File: src/rtl/status_led_ctrl.sv
// Multi-channel status LED driver: OFF / INSTANT / STRETCH / BLINK per channel, shared blink phase.
// Optional per-channel rising-edge event counters are enabled by defining STATUS_LED_EVENT_COUNT_EN.
module status_led_ctrl #(
  parameter int NUM_CH      = 4,
  parameter int HOLD_CYCLES = 50_000_000,
  parameter int BLINK_DIV   = 12_500_000,
  parameter int CNT_W       = 8
) (
  input  logic                    CLK,
  input  logic                    RESET,
  input  logic [NUM_CH-1:0]       EVENT,
  input  logic [2*NUM_CH-1:0]     MODE,
  input  logic                    CLEAR,
  output logic [NUM_CH-1:0]       LED,
  output logic [NUM_CH-1:0]       ACTIVE,
  output logic [NUM_CH*CNT_W-1:0] EVT_COUNT
);

  localparam int TMR_W = $clog2(HOLD_CYCLES + 1);
  localparam int DIV_W = $clog2(BLINK_DIV + 1);
  localparam logic [TMR_W-1:0] HOLD_LOAD = TMR_W'(HOLD_CYCLES - 1);
  localparam logic [DIV_W-1:0] DIV_LAST  = DIV_W'(BLINK_DIV - 1);

  typedef enum logic [1:0] {
    MODE_OFF     = 2'b00,
    MODE_INSTANT = 2'b01,
    MODE_STRETCH = 2'b10,
    MODE_BLINK   = 2'b11
  } mode_e;

  logic [DIV_W-1:0] r_div;
  logic             r_phase;
  logic             w_phase_next;

  assign w_phase_next = (r_div == DIV_LAST) ? ~r_phase : r_phase;

  always_ff @(posedge CLK) begin
    if (RESET) begin
      r_div   <= '0;
      r_phase <= 1'b1;
    end else begin
      r_div   <= (r_div == DIV_LAST) ? '0 : r_div + 1'b1;
      r_phase <= w_phase_next;
    end
  end

  genvar gi;
  generate
    for (gi = 0; gi < NUM_CH; gi++) begin : g_ch
      mode_e            w_mode;
      logic [TMR_W-1:0] r_timer;
      logic [TMR_W-1:0] w_timer_next;
      logic             w_active_next;
      logic             w_led_next;
      logic             r_led;
      logic             r_active;

      assign w_mode = mode_e'(MODE[2*gi +: 2]);

      // BLINK uses the next-cycle phase so the registered LED lines up with the phase register.
      always_comb begin
        w_timer_next  = '0;
        w_active_next = 1'b0;
        w_led_next    = 1'b0;
        case (w_mode)
          MODE_INSTANT: w_led_next = EVENT[gi];
          MODE_STRETCH, MODE_BLINK: begin
            if (EVENT[gi]) begin
              w_timer_next  = HOLD_LOAD;
              w_active_next = 1'b1;
            end else if (r_timer != '0) begin
              w_timer_next  = r_timer - 1'b1;
              w_active_next = 1'b1;
            end
            w_led_next = (w_mode == MODE_BLINK) ? (w_active_next & w_phase_next)
                                                : w_active_next;
          end
          default: ;
        endcase
      end

      always_ff @(posedge CLK) begin
        if (RESET) begin
          r_timer  <= '0;
          r_led    <= 1'b0;
          r_active <= 1'b0;
        end else begin
          r_timer  <= w_timer_next;
          r_led    <= w_led_next;
          r_active <= w_active_next;
        end
      end

      assign LED[gi]    = r_led;
      assign ACTIVE[gi] = r_active;
    end
  endgenerate

`ifdef STATUS_LED_EVENT_COUNT_EN
  logic [NUM_CH-1:0] r_event_prev;

  always_ff @(posedge CLK) begin
    if (RESET) r_event_prev <= '0;
    else       r_event_prev <= EVENT;
  end

  generate
    for (gi = 0; gi < NUM_CH; gi++) begin : g_cnt
      logic [CNT_W-1:0] r_cnt;

      // CLEAR wins over a coincident rising edge; the count saturates instead of wrapping.
      always_ff @(posedge CLK) begin
        if (RESET || CLEAR) begin
          r_cnt <= '0;
        end else if (EVENT[gi] && !r_event_prev[gi] && (r_cnt != {CNT_W{1'b1}})) begin
          r_cnt <= r_cnt + 1'b1;
        end
      end

      assign EVT_COUNT[gi*CNT_W +: CNT_W] = r_cnt;
    end
  endgenerate
`else
  logic w_unused_clear;
  assign w_unused_clear = CLEAR;
  assign EVT_COUNT      = '0;
`endif

endmodule
File: config.mk
export PLATFORM = sky130hd
export DESIGN_NAME = status_led_ctrl
export DESIGN_NICKNAME = d
export VERILOG_FILES = /design/src/rtl/status_led_ctrl.sv
export SDC_FILE = /design/constraint.sdc
export NUM_CORES = 1
export LEC_CHECK = 0
export BUFFER_PORTS_ARGS = -buffer_cell sky130_fd_sc_hd__buf_2
export CORE_MARGIN = 5
export CORE_UTILIZATION = 60
export DETAILED_ROUTE_END_ITERATION = 10
export PLACE_DENSITY = 0.9
export SLEW_MARGIN = 20
export SYNTH_ARGS = -nofsm -noshare
export SYNTH_HDL_FRONTEND = slang
export SYNTH_SLANG_ARGS = --single-unit
File: constraint.sdc
create_clock -name CLK -period 2.6 [get_ports CLK]
set_input_delay 0.39 -clock CLK [delete_from_list [all_inputs] [get_ports CLK]]
set_output_delay 0.39 -clock CLK [all_outputs]
set_load 0.005 [all_outputs]
==> results.md, run 1 <==
Detailed routing:
- After detailed routing, the number of remaining DRC violations is 0.
- The first routing iteration left roughly 330 violations.
- The via count is 5053.
- The average wire length per cell after detail routing is about 14 um.
- The post-route antenna net violation count is 0.
- The number of iterations in the first detailed-routing pass is 4.
- Dividing the detail-routed via count by the number of cells gives 5.64.
- The routed design has between 10000 and 15000 um of wire.

Final layout:
- Of the cells placed in the final design, the portion with a size suffix greater than 1 is about 12%.
- The leading cell type in the layout, fill and taps excluded is sky130_fd_sc_hd__dfxtp_1.
- Excluding fillers, the count of instances in the completed layout stands at 896.
- Leaving out fill and tap cells, the most frequent cells in the layout are sky130_fd_sc_hd__dfxtp_1, sky130_fd_sc_hd__nor2_1, sky130_fd_sc_hd__xnor2_1.
- The repair_antennas step left the layout with diodes totalling 0.
- At the end of the flow, the number of nets in the layout was around 760.
- The area growth from synthesis to layout is 10.3%.
- Fill cells in the final layout number 811.

Critical path:
- The worst path required time is 3000 ps.
- STA puts the critical path data arrival time at 2820 ps.
- The sum of buffers and inverters on the critical path is 2.
- The critical path is of the register to register type.
- The slack of the worst reg-to-reg path is between 150 and 200 ps.
- The largest stage delay on the critical path is 520 ps.
- The critical path goes through inv_1 > ha_1 > or4b_4 > or3_1 > buf_4 > nor3_1 > xnor2_1 > a21oi_1.
- The beginning of the worst register-to-register path is g_ch[0].r_timer[0].
- The family of cells with the greatest summed delay on the critical path is simple AND/OR/NAND/NOR gates.
- The endpoint of the lowest-slack register-to-register path is g_ch[0].r_timer[20].
- The worst setup path is captured at a register.
- STA classifies the critical path startpoint as a register.
- The depth of the most critical reg-to-reg path is 8.
- On the critical path, the stage with the largest delay is an instance of sky130_fd_sc_hd__or4b_4.
- The maximum net fanout on the critical path is 7.

STA:
- The total negative slack for setup checks is 0 ps.
- The final-report setup violation count is 0.
- The final hold slack is ~49 ps.
- After layout, the minimum clock period comes to 2420 ps.
- The final period utilization is between 90% and 100%.
- The hold violation count in the final report came to 0.
- The maximum achievable frequency is 413 MHz.
- Setup repair after global routing left no endpoint under its margin.
- Across the routed clock network, the largest skew measured is 6.98 ps.
- The final count of pins violating max slew is 0.
- The worst max-slew margin expressed relative to the limit is a little under half.
- At the pin with the least slew margin, the transition time is 775 ps.

Pwr:
- The worst-case vdd ir drop is ~0.0006 V.
- The leakage dissipation is 0.00269 uW.
- The total power is 5690 uW.
- Dividing total power by cell area gives a power density of 798 nW/um^2.

Min path:
- In this run the most critical hold path is launched from MODE[4].
- For hold timing, the worst endpoint is g_ch[2].r_led.
- In this run the worst hold path is classified as primary input to register.
- The number of cells on the worst hold path is 2.

Die:
- The die covers around 13000 sq um.
- The number of top-level design ports is 55.
- The number of core rows is 38.
- The x dimension of the die is 114 um.
- The core area is 10700 sq um.
- Once the floorplan was initialized, standard cells occupied 60.4% of the core.
- The die is around 110 um tall.

Synthesis:
- The proportion of synthesized flip-flops having asynchronous set or reset is 0%.
- The parity-gate share of the synthesized area counting xor and xnor cells is 14.8%.
- The number of different library cells used by synthesis comes to 60.
- The most used flip-flop cell after synthesis is sky130_fd_sc_hd__dfxtp_1.
- The combinational family with the most area after synthesis is simple AND/OR/NAND/NOR gates.
- The synthesized design contains 0 enable-type register cells.
- A synthesized cell averages 8.98 sq um.
- The sequential area share after synthesis is 42.4%.
- Synthesis produced 720 cells.
- The complex-gate fraction of the synthesized area is 9.37%.
- After Yosys synthesis, full adders, half adders and majority gates account for 0.968% of the synthesized area.
- The mux cell area share after synthesis is 0%.
- The combined area of all synthesized cells is around 6500 sq um.
- The fraction of the mapped netlist area in simple logic gates is 24.9%.
- Synthesis inferred 137 register bits.
- The warning count from the yosys run is 0.

Placement:
- The count of placed standard cells including taps is 864.
- Port buffering added 21 buffers.
- The post-DP HPWL is 8930 um.
- Routability-driven placement finished with a final weighted congestion of 0.857.

GRT:
- The global-route wire length before repair is 22300 um.
- The initial antenna violation count is 0.
- The pin count of the biggest net entering global routing is 28.
- After global routing the overflow that remains totals 0.
- For this run, the total global-route usage over all layers was measured as 20.9%.
- The number of global-route vias before repair is just over 5000.

Clocking:
- The clock-pin slew of the registers on the worst-case setup and hold paths is 60 ps.
- The clock passes through at most 2 buffers.
- The root buffer cell is sky130_fd_sc_hd__clkbuf_8.
- Gates resized during post-CTS repair numbered 0.
- The number of clock buffers inserted by TritonCTS is 17.
- The buffers inserted during post-CTS setup optimization is 0.
- The quantity of hold-fixing buffers added after cts is 0.
- In this run the number of H-tree levels came out at 4.
- TritonCTS built the clock tree.
- The number of sinks on the clock net is 137.
- The insertion delay of the later-clocked pin in the worst-skew pair is roughly 530 ps.

Outcome:
- The run finished with clean final reports.

Job:
- The max capacitance violation total is 0.
-- metrics by stage --
stage | cell area (sq um) | utilization, % | setup WS, ps
after floorplan | 6580 | - | 269
after global placement | 6550 | 61.3 | 298
after detailed placement | 6550 | 61.3 | 218
after CTS | 7130 | 66.7 | 191
after global routing | 7130 | 66.7 | 27.1
final | 7130 | 66.7 | 179
-- layer usage --
metal	wire length, um	vias up	global-route usage [%]
met5	0	-	0
met4	217	0	8.71
met3	741	19	6.26
met2	6750	126	36.9
met1	5250	2414	23.4
li1	-	2494	-
-- cell usage after synthesis, drive strengths merged (2+ instances only) --
library cell | n | area, sq um
or3 | 17 | 111
a21oi | 32 | 160
dfxtp | 137 | 2740
nor4 | 25 | 196
and4 | 4 | 35.0
ha | 5 | 62.6
nor4b | 2 | 17.5
or2 | 8 | 50.1
xnor2 | 66 | 578
o41ai | 3 | 45.1
o21ai | 48 | 244
nand4b | 5 | 43.8
nand2 | 29 | 109
buf | 55 | 390
and2 | 3 | 18.8
nor2b | 5 | 31.3
clkbuf | 8 | 30.0
nand4 | 14 | 87.6
nand3b | 7 | 52.6
o31ai | 5 | 51.3
nor2 | 76 | 293
inv | 16 | 60.1
and3 | 3 | 18.8
nand3 | 19 | 100
or4b | 3 | 33.8
nor3 | 43 | 230
a31oi | 5 | 31.3
nand2b | 6 | 37.5
a211oi | 2 | 15.0
xor2 | 43 | 377
or4 | 15 | 116
-- flip-flops by register name, summed over array words and instances (netlist names) --
| signal | cells |
|---|---|
| g_ch.r_timer | 104 |
| r_div | 24 |
| g_ch.r_active | 4 |
| g_ch.r_led | 4 |
| r_phase | 1 |
-- report_power, final --
group	switching, uW	internal [uW]	total [uW]
Combinational	567	421	988
Clock	949	1390	2340
Sequential	128	2240	2370
Total	1640	4050	5690
-- cell type report --
class	instances	area (sq um)	share of cell area, %
clock buffer	18	418	5.86
inverter	17	63.8	0.895
multi-input combinational	534	3350	47.0
tap	140	175	2.46
clock inverter	14	160	2.25
timing repair buffer	36	218	3.05
sequential	137	2740	38.5
-- worst reg2reg max path: cells and delay by family (launching register included) --
| family | cells | cell delay, ps |
|---|---|---|
| adders and majority gates | 1 | 200 |
| buffers and inverters | 2 | 280 |
| DFF | 1 | 350 |
| AOI/OAI and AO/OA | 1 | 90 |
| xor gates and xnor gates | 1 | 160 |
| and+or+nand+nor | 3 | 1220 |
-- how the worst max path moves through the flow --
stage | start | endpoint | cells after the start
after global routing | g_ch[0].r_timer[0] | g_ch[0].r_timer[12] | 8
after global placement | g_ch[0].r_timer[0] | g_ch[0].r_timer[17] | 8
after detailed placement | g_ch[0].r_timer[0] | g_ch[0].r_timer[22] | 8
after CTS | g_ch[0].r_timer[0] | g_ch[0].r_timer[12] | 8
final | g_ch[0].r_timer[0] | g_ch[0].r_timer[20] | 8
after floorplan | g_ch[0].r_timer[0] | g_ch[0].r_timer[17] | 10
-- cells by family (layout without fill, tap and decap cells) --
group,after synthesis,count (layout)
DFF,137,137
adders and majority gates,5,5
buffers and inverters,80,85
AOI/OAI and AO/OA,101,101
and+or+nand+nor,287,287
other,1,32
xor gates and xnor gates,109,109
(Power assumes the default switching activity.)
==> run 2, diff against run 1 <==
PLACE_DENSITY = 0.8   (was 0.9)
==> results.md, run 2 (same netlist as run 1, synthesis figures left out) <==
Critical path:
- For this run, the slowest stage of the critical path takes between 500 and 600 ps.
- The sum of buffers and inverters on the critical path is 2.
- The maximum net fanout on the critical path is 15.
- The data arrival time of the critical path is 2750 ps.
- For this design, the slowest cell found on the critical path is sky130_fd_sc_hd__or4b_4.
- Across all register-to-register paths, the minimum setup slack is 220 ps.
- In this run the worst setup path begins at g_ch[0].r_timer[0].
- The critical path ends at g_ch[0].r_timer[23].
- The worst register-to-register path begins at g_ch[0].r_timer[0].
- The category of the worst setup path capture point is a register.
- Traced cell by cell, the critical path runs through inv_1 > ha_1 > or4b_4 > or3_4 > o31ai_4 > and2_1 > buf_4 > a21oi_1.
- The setup path with the least slack is of type register to register.
- Grouping stages by cell kind, the critical path spends the most delay in simple AND/OR/NAND/NOR gates.
- In this run the number of cells on the critical path is 8.
- The endpoint of the lowest-slack register-to-register path is g_ch[0].r_timer[23].
- The number of cells on the worst reg-to-reg path is 8.
- The worst setup path is launched from a register.
- The worst path required time is slightly below 3000 ps.

Pwr:
- IR analysis of the VDD net gives a maximum drop of around 0.0006 V.
- The power density over the cells is 821 nW/um^2.
- The leakage dissipation is 0.00272 uW.

GRT:
- Entering global routing, the biggest net connects 28 pins.
- The global-route total usage across every layer is 20.5%.
- The remaining global-route overflow is 0.
- The initial antenna violation count is 0.
- The number of global-route vias before repair is 4977.
- The first global-routing pass estimated between 20000 and 25000 um of wire.

Placement:
- The number of buffers added on ports is 21.
- In this run, placement finished with an instance count of 865.
- Once placement finished, the instance area stood at 6560 sq um.
- The post-DP HPWL is 8720 um.
- Timing analysis after detailed placement gives a worst setup slack of 142 ps.
- The congestion estimate from routability-driven global placement came to 0.793.

Final layout:
- The antenna cell count is 0.
- The top cell types in the final layout, fill and taps aside, are sky130_fd_sc_hd__dfxtp_1, sky130_fd_sc_hd__nor2_1, sky130_fd_sc_hd__xnor2_1.
- Counting flops per register, the top entry is g_ch.r_timer.
- The total non-filler cell area in the finished layout is 7210 sq um.
- The largest registers in the layout are g_ch.r_timer: 104 flops, r_div: 24 flops.
- The area growth from synthesis to layout is 11.5%.
- The register with the most flip-flops in the layout has 104 of them.
- The final net count is 764.
- The final standard cell count with taps included and fillers excluded is 897.
- The library cell used most frequently in the layout, excluding fill and tap cells, is sky130_fd_sc_hd__dfxtp_1.
- The share of layout cells above drive strength 1 is 12.5%.

Die:
- Pin placement for this block handled 55 I/O pins.
- The die covers between 10000 and 15000 sq um.
- Measured along the y axis, the die boundary spans 114 um.
- The core region is roughly 11000 sq um.
- The x dimension of the die is 114 um.
- The starting utilization of the core area is 60.4%.
- The number of core rows is 38.

Detailed routing:
- The number of iterations in the first detailed-routing pass is 4.
- In the routed layout, each cell is associated on average with a via count of 5.60.
- In the final routed layout, each cell accounts on average for between 10 and 15 um.
- The via count is 5021.
- The routed wire length is 12700 um.
- The number of DRC markers after the initial detailed-route iteration is 210.
- The count of nets left with antenna violations once routing finished came out at 0.
- For this run, design rule violations remaining after detail routing come to 0.

Clocking:
- The cell sitting at the root of the clock tree is a sky130_fd_sc_hd__clkbuf_8.
- The H-tree was split into 4 levels.
- After clock tree synthesis, the clock-pin slew on the worst setup and hold paths is 60 ps.
- Post-CTS timing repair inserted 0 buffers for setup.
- The clock drives 137 sinks.
- The later pin in the worst-skew pair is clocked with a latency of 520 ps.
- The maximum clock insertion buffer count is 2.
- Counting the buffers created by CTS gives 17.
- The CTS tree is yes.

STA:
- Setup repair after global routing left no endpoint under its margin.
- The smallest clock period supported by the final layout is computed as 2380 ps.
- Headroom to the max-slew limit came out at 57.2%.
- The final-report setup violation count is 0.
- The setup slack of the critical path after layout is 225 ps.
- The largest clock skew in the final design is 5.75 ps.
- Summed over all failing endpoints, the final setup total negative slack is 0 ps.
- After layout, the worst path uses between 90% and 100% of the clock period.
- The hold violation count in the final report is 0.
- The final count of pins violating max slew is 0.
- The slew at the pin closest to its max-slew limit is 636 ps.
- The maximum achievable frequency is 421 MHz.

Outcome:
- The flow ran to the end, and the final reports show no timing, DRC or antenna violations.

Min path:
- The worst hold-check path type is primary input to register.

Job:
- The tool flagged a number of max-cap violations equal to 0.
run 2: cell count changes in the layout (fill, tap and decap cells not counted):
cell	before	now
sky130_fd_sc_hd__clkinvlp_4	1	3
sky130_fd_sc_hd__inv_6	7	0
sky130_fd_sc_hd__clkinv_2	1	3
sky130_fd_sc_hd__or3_1	16	15
sky130_fd_sc_hd__bufinv_16	2	5
sky130_fd_sc_hd__clkbuf_8	1	3
sky130_fd_sc_hd__buf_4	15	16
sky130_fd_sc_hd__clkinv_4	3	1
sky130_fd_sc_hd__or3_4	1	2
run 2: per-stage QoR:
stage	hold WS, ps	utilization (%)	power (uW)
global route	79.1	67.4	6200
global placement	435	61.3	3320
floorplan	423	-	3200
finish	97.7	67.4	5920
CTS	66.8	67.3	5960
detailed placement	449	61.3	3380
run 2: final cells by class:
class | instances | area (sq um)
sequential | 137 | 2740
timing repair buffer | 37 | 225
clock buffer | 20 | 445
inverter | 17 | 63.8
clock inverter | 12 | 196
fill | 836 | 3490
multi-input combinational | 534 | 3360
tap | 140 | 175
run 2: timing repair:
action | CTS | global route
hold buffers | 0 | 0
gates resized for setup | 0 | 1
endpoints found under the setup margin | 0 | 6
run 2: how the worst min path moves through the flow:
stage / cells after the start / to / start / slack, ps
2_1_floorplan: 1 / g_ch[3].r_timer[0] / g_ch[3].r_timer[0] / 420
3_3_place_gp: 1 / g_ch[3].r_timer[0] / g_ch[3].r_timer[0] / 430
3_5_place_dp: 1 / r_div[0] / r_div[0] / 450
4_1_cts: 2 / g_ch[3].r_led / MODE[6] / 70
5_1_grt: 2 / g_ch[3].r_led / MODE[6] / 80
6_report: 2 / g_ch[3].r_led / MODE[6] / 100
run 2: report_power, final:
group	internal (uW)	leakage [uW]	switching [uW]
registers	2240	0.00112	127
clock network	1700	0.000307	862
logic	428	0.00129	560
run 2: routing by layer:
layer,track usage (%),up-vias,wire length (um)
met5,0,-,0
met4,7.05,0,172
met3,5.20,21,510
met2,36.2,108,6420
met1,24.3,2396,5620
li1,-,2496,-
==> run 3, diff against run 2 <==
MAX_ROUTING_LAYER = met4   (was not set)
==> results.md, run 3 (same netlist as run 1, synthesis figures left out) <==
Detailed routing:
- The post-route antenna net violation count is 0.
- The routed wire length is 12700 um.
- The first routing iteration left 233 violations.
- The detailed router placed 4988 vias in this run.
- The via-per-instance ratio is 5.56.
- The DRC violations left is 0.
- The number of iterations in the first detailed-routing pass is 4.
- After detailed routing, the average wire length per cell comes to between 10 and 15 um.

GRT:
- The global-route total usage across every layer is about a fifth.
- For this run the aggregate overflow at the end of global routing stands at 0.
- The initial antenna violation count is 0.
- The number of global-route vias before repair was 4969.
- The first global-routing pass estimated 22100 um of wire.
- The pin count of the biggest net entering global routing is 28.

Final layout:
- Relative to the synthesized area, the layout overhead comes to 11.5%.
- In the final layout, the registers with the most flip-flops are g_ch.r_timer: 104 flops, r_div: 24 flops.
- The final-layout fill cell count is 836.
- In the final layout, the share of cells above drive strength 1 is 12.5%.
- In the layout the commonest cells are sky130_fd_sc_hd__dfxtp_1, sky130_fd_sc_hd__nor2_1, sky130_fd_sc_hd__xnor2_1.
- The flip-flop count of the largest register, all copies and words added is 104.
- The total non-filler cell area in the finished layout is 7210 sq um.
- The antenna cell count is 0.
- For this run, the number of standard cells in the final layout without fillers is 897.
- Ranked by flip-flop count, first place goes to g_ch.r_timer.
- The final layout contains 764 nets.
- The library cell used most frequently in the layout, excluding fill and tap cells, is sky130_fd_sc_hd__dfxtp_1.

Clocking:
- The number of clock buffers inserted by TritonCTS is 17.
- TritonCTS built the clock tree.
- The quantity of hold-fixing buffers added after cts is 0.
- Clock-pin slew was measured on the worst setup and hold paths at 60 ps.
- The insertion delay of the later-clocked pin in the worst-skew pair is 520 ps.
- The maximum clock insertion buffer count is 2.
- Clock tree synthesis selected as its root buffer the cell sky130_fd_sc_hd__clkbuf_8.
- CTS saw approximately 140 sinks.
- The H-tree depth is 4.
- The buffers inserted during post-CTS setup optimization is 0.

Min path:
- The worst hold-check path type is primary input to register.
- Counting instances, the worst hold path has a depth of 2.
- The beginning of the worst hold path is MODE[6].
- The capture endpoint of the worst hold path is g_ch[3].r_led.

Die:
- The number of core rows is 38.
- The vertical die dimension is between 100 and 150 um.
- In this run the horizontal extent of the chip is 114 um.
- The core area is 10700 sq um.
- The number of top-level design ports is 55.
- The die footprint is 13000 sq um.
- The starting utilization of the core area is 60.4%.

Critical path:
- In this run the worst path has a maximum fanout of 15.
- The worst register-to-register path has a setup slack of 220 ps.
- For the worst flop-to-flop path, the logic depth is 8.
- The worst setup path is captured at a register.
- The endpoint identified for the worst register-to-register timing path is g_ch[0].r_timer[23].
- The data arrival time of the critical path is about 2800 ps.
- The type of origin of the critical path is a register.
- The worst register-to-register path begins at g_ch[0].r_timer[0].
- The critical path class is register to register.
- The critical path starts at g_ch[0].r_timer[0].
- The worst path required time is roughly 3000 ps.

Placement:
- The wire-length estimate of the detail-placed layout is 8720 um.
- Input and output buffers added on the ports amount to 21.
- The routability-driven placement congestion ratio is 0.804.
- Summing all placed instances gives a cell area of 6560 sq um.
- Once placement completed, the tool counted placed cells totaling 865.

STA:
- Between clock sinks in the finished design, the worst skew comes to 6.92 ps.
- Static timing analysis puts the maximum clock frequency at 421 MHz.
- The final count of pins violating max slew came to 0.
- Dividing the final minimum period by the clock period gives 91.4%.
- The clock period minus final worst setup slack is 2380 ps.
- Setup repair after global routing left no endpoint under its margin.
- Final hold analysis gives a worst-case slack of slightly above 90 ps.
- Setup violations remaining at the end of the flow were counted as 0.
- Adding up every negative setup slack in the final design gives 0 ps.
- In this run the tightest slew margin relative to its limit is a little under three fifths.
- The hold violation count in the final report is 0.
- The slew at the pin closest to its max-slew limit is between 600 and 700 ps.

Pwr:
- The power density over the cells is 821 nW/um^2.
- The worst-case vdd ir drop is between 0.0006 and 0.0007 V.
- The leakage dissipation is 0.00272 uW.

Outcome:
- The run finished with clean final reports.

Job:
- The tool flagged a number of max-cap violations equal to 0.
[run 3: metal layers]
layer  up-vias  wire, um  GRT usage [%]
met5         -         0              -
met1      2382      5750           24.5
li1       2503         -              -
met3        15       397           4.83
met2        88      6450           36.1
met4         0       149           7.28
[run 3: where the power goes]
part | leakage [uW] | internal (uW) | switching [uW]
registers | 0.00112 | 2240 | 127
logic | 0.00129 | 428 | 560
clock network | 0.000307 | 1700 | 866
total | 0.00272 | 4370 | 1550
[run 3: worst max path at each step]
| stage | endpoint | slack, ps | depth (start not counted) |
|---|---|---|---|
| 6_report | g_ch[0].r_timer[23] | 220 | 8 |
| 5_1_grt | g_ch[0].r_timer[21] | 100 | 8 |
| 4_1_cts | g_ch[0].r_timer[23] | 110 | 8 |
| 3_5_place_dp | g_ch[0].r_timer[23] | 140 | 8 |
| 3_3_place_gp | g_ch[0].r_timer[19] | 220 | 8 |
| 2_1_floorplan | g_ch[0].r_timer[17] | 270 | 10 |
[run 3: repair_timing]
action                     4_1_cts  5_1_grt
setup endpoints to repair        0        6
resized for setup                0        1
hold endpoints to repair         0        0
[run 3: area by class of cell]
| cell class | count | area, sq um | area share, % |
|---|---|---|---|
| well taps | 140 | 175 | 2.43 |
| flip-flops and latches | 137 | 2740 | 38.0 |
| repair buffers | 37 | 225 | 3.12 |
| clock inverters | 12 | 196 | 2.73 |
| multi-input cells | 534 | 3360 | 46.6 |
| inverters | 17 | 63.8 | 0.885 |
| clock buffers | 20 | 445 | 6.18 |
[run 3: critical path: stages (launching register included)]
cell and delay, ps:
sky130_fd_sc_hd__dfxtp_1 340, sky130_fd_sc_hd__inv_1 70, sky130_fd_sc_hd__ha_1 210, sky130_fd_sc_hd__or4b_4 510
sky130_fd_sc_hd__or3_4 450, sky130_fd_sc_hd__o31ai_4 230, sky130_fd_sc_hd__and2_1 150, sky130_fd_sc_hd__buf_4 210
sky130_fd_sc_hd__a21oi_1 70
[run 3: through the flow]
stage	setup slack (ps)	util [%]	power (uW)
floorplan	269	-	3200
global placement	221	61.3	3320
global route	99.4	67.4	6200
finish	223	67.4	5920
CTS	113	67.3	5960
detailed placement	142	61.3	3380
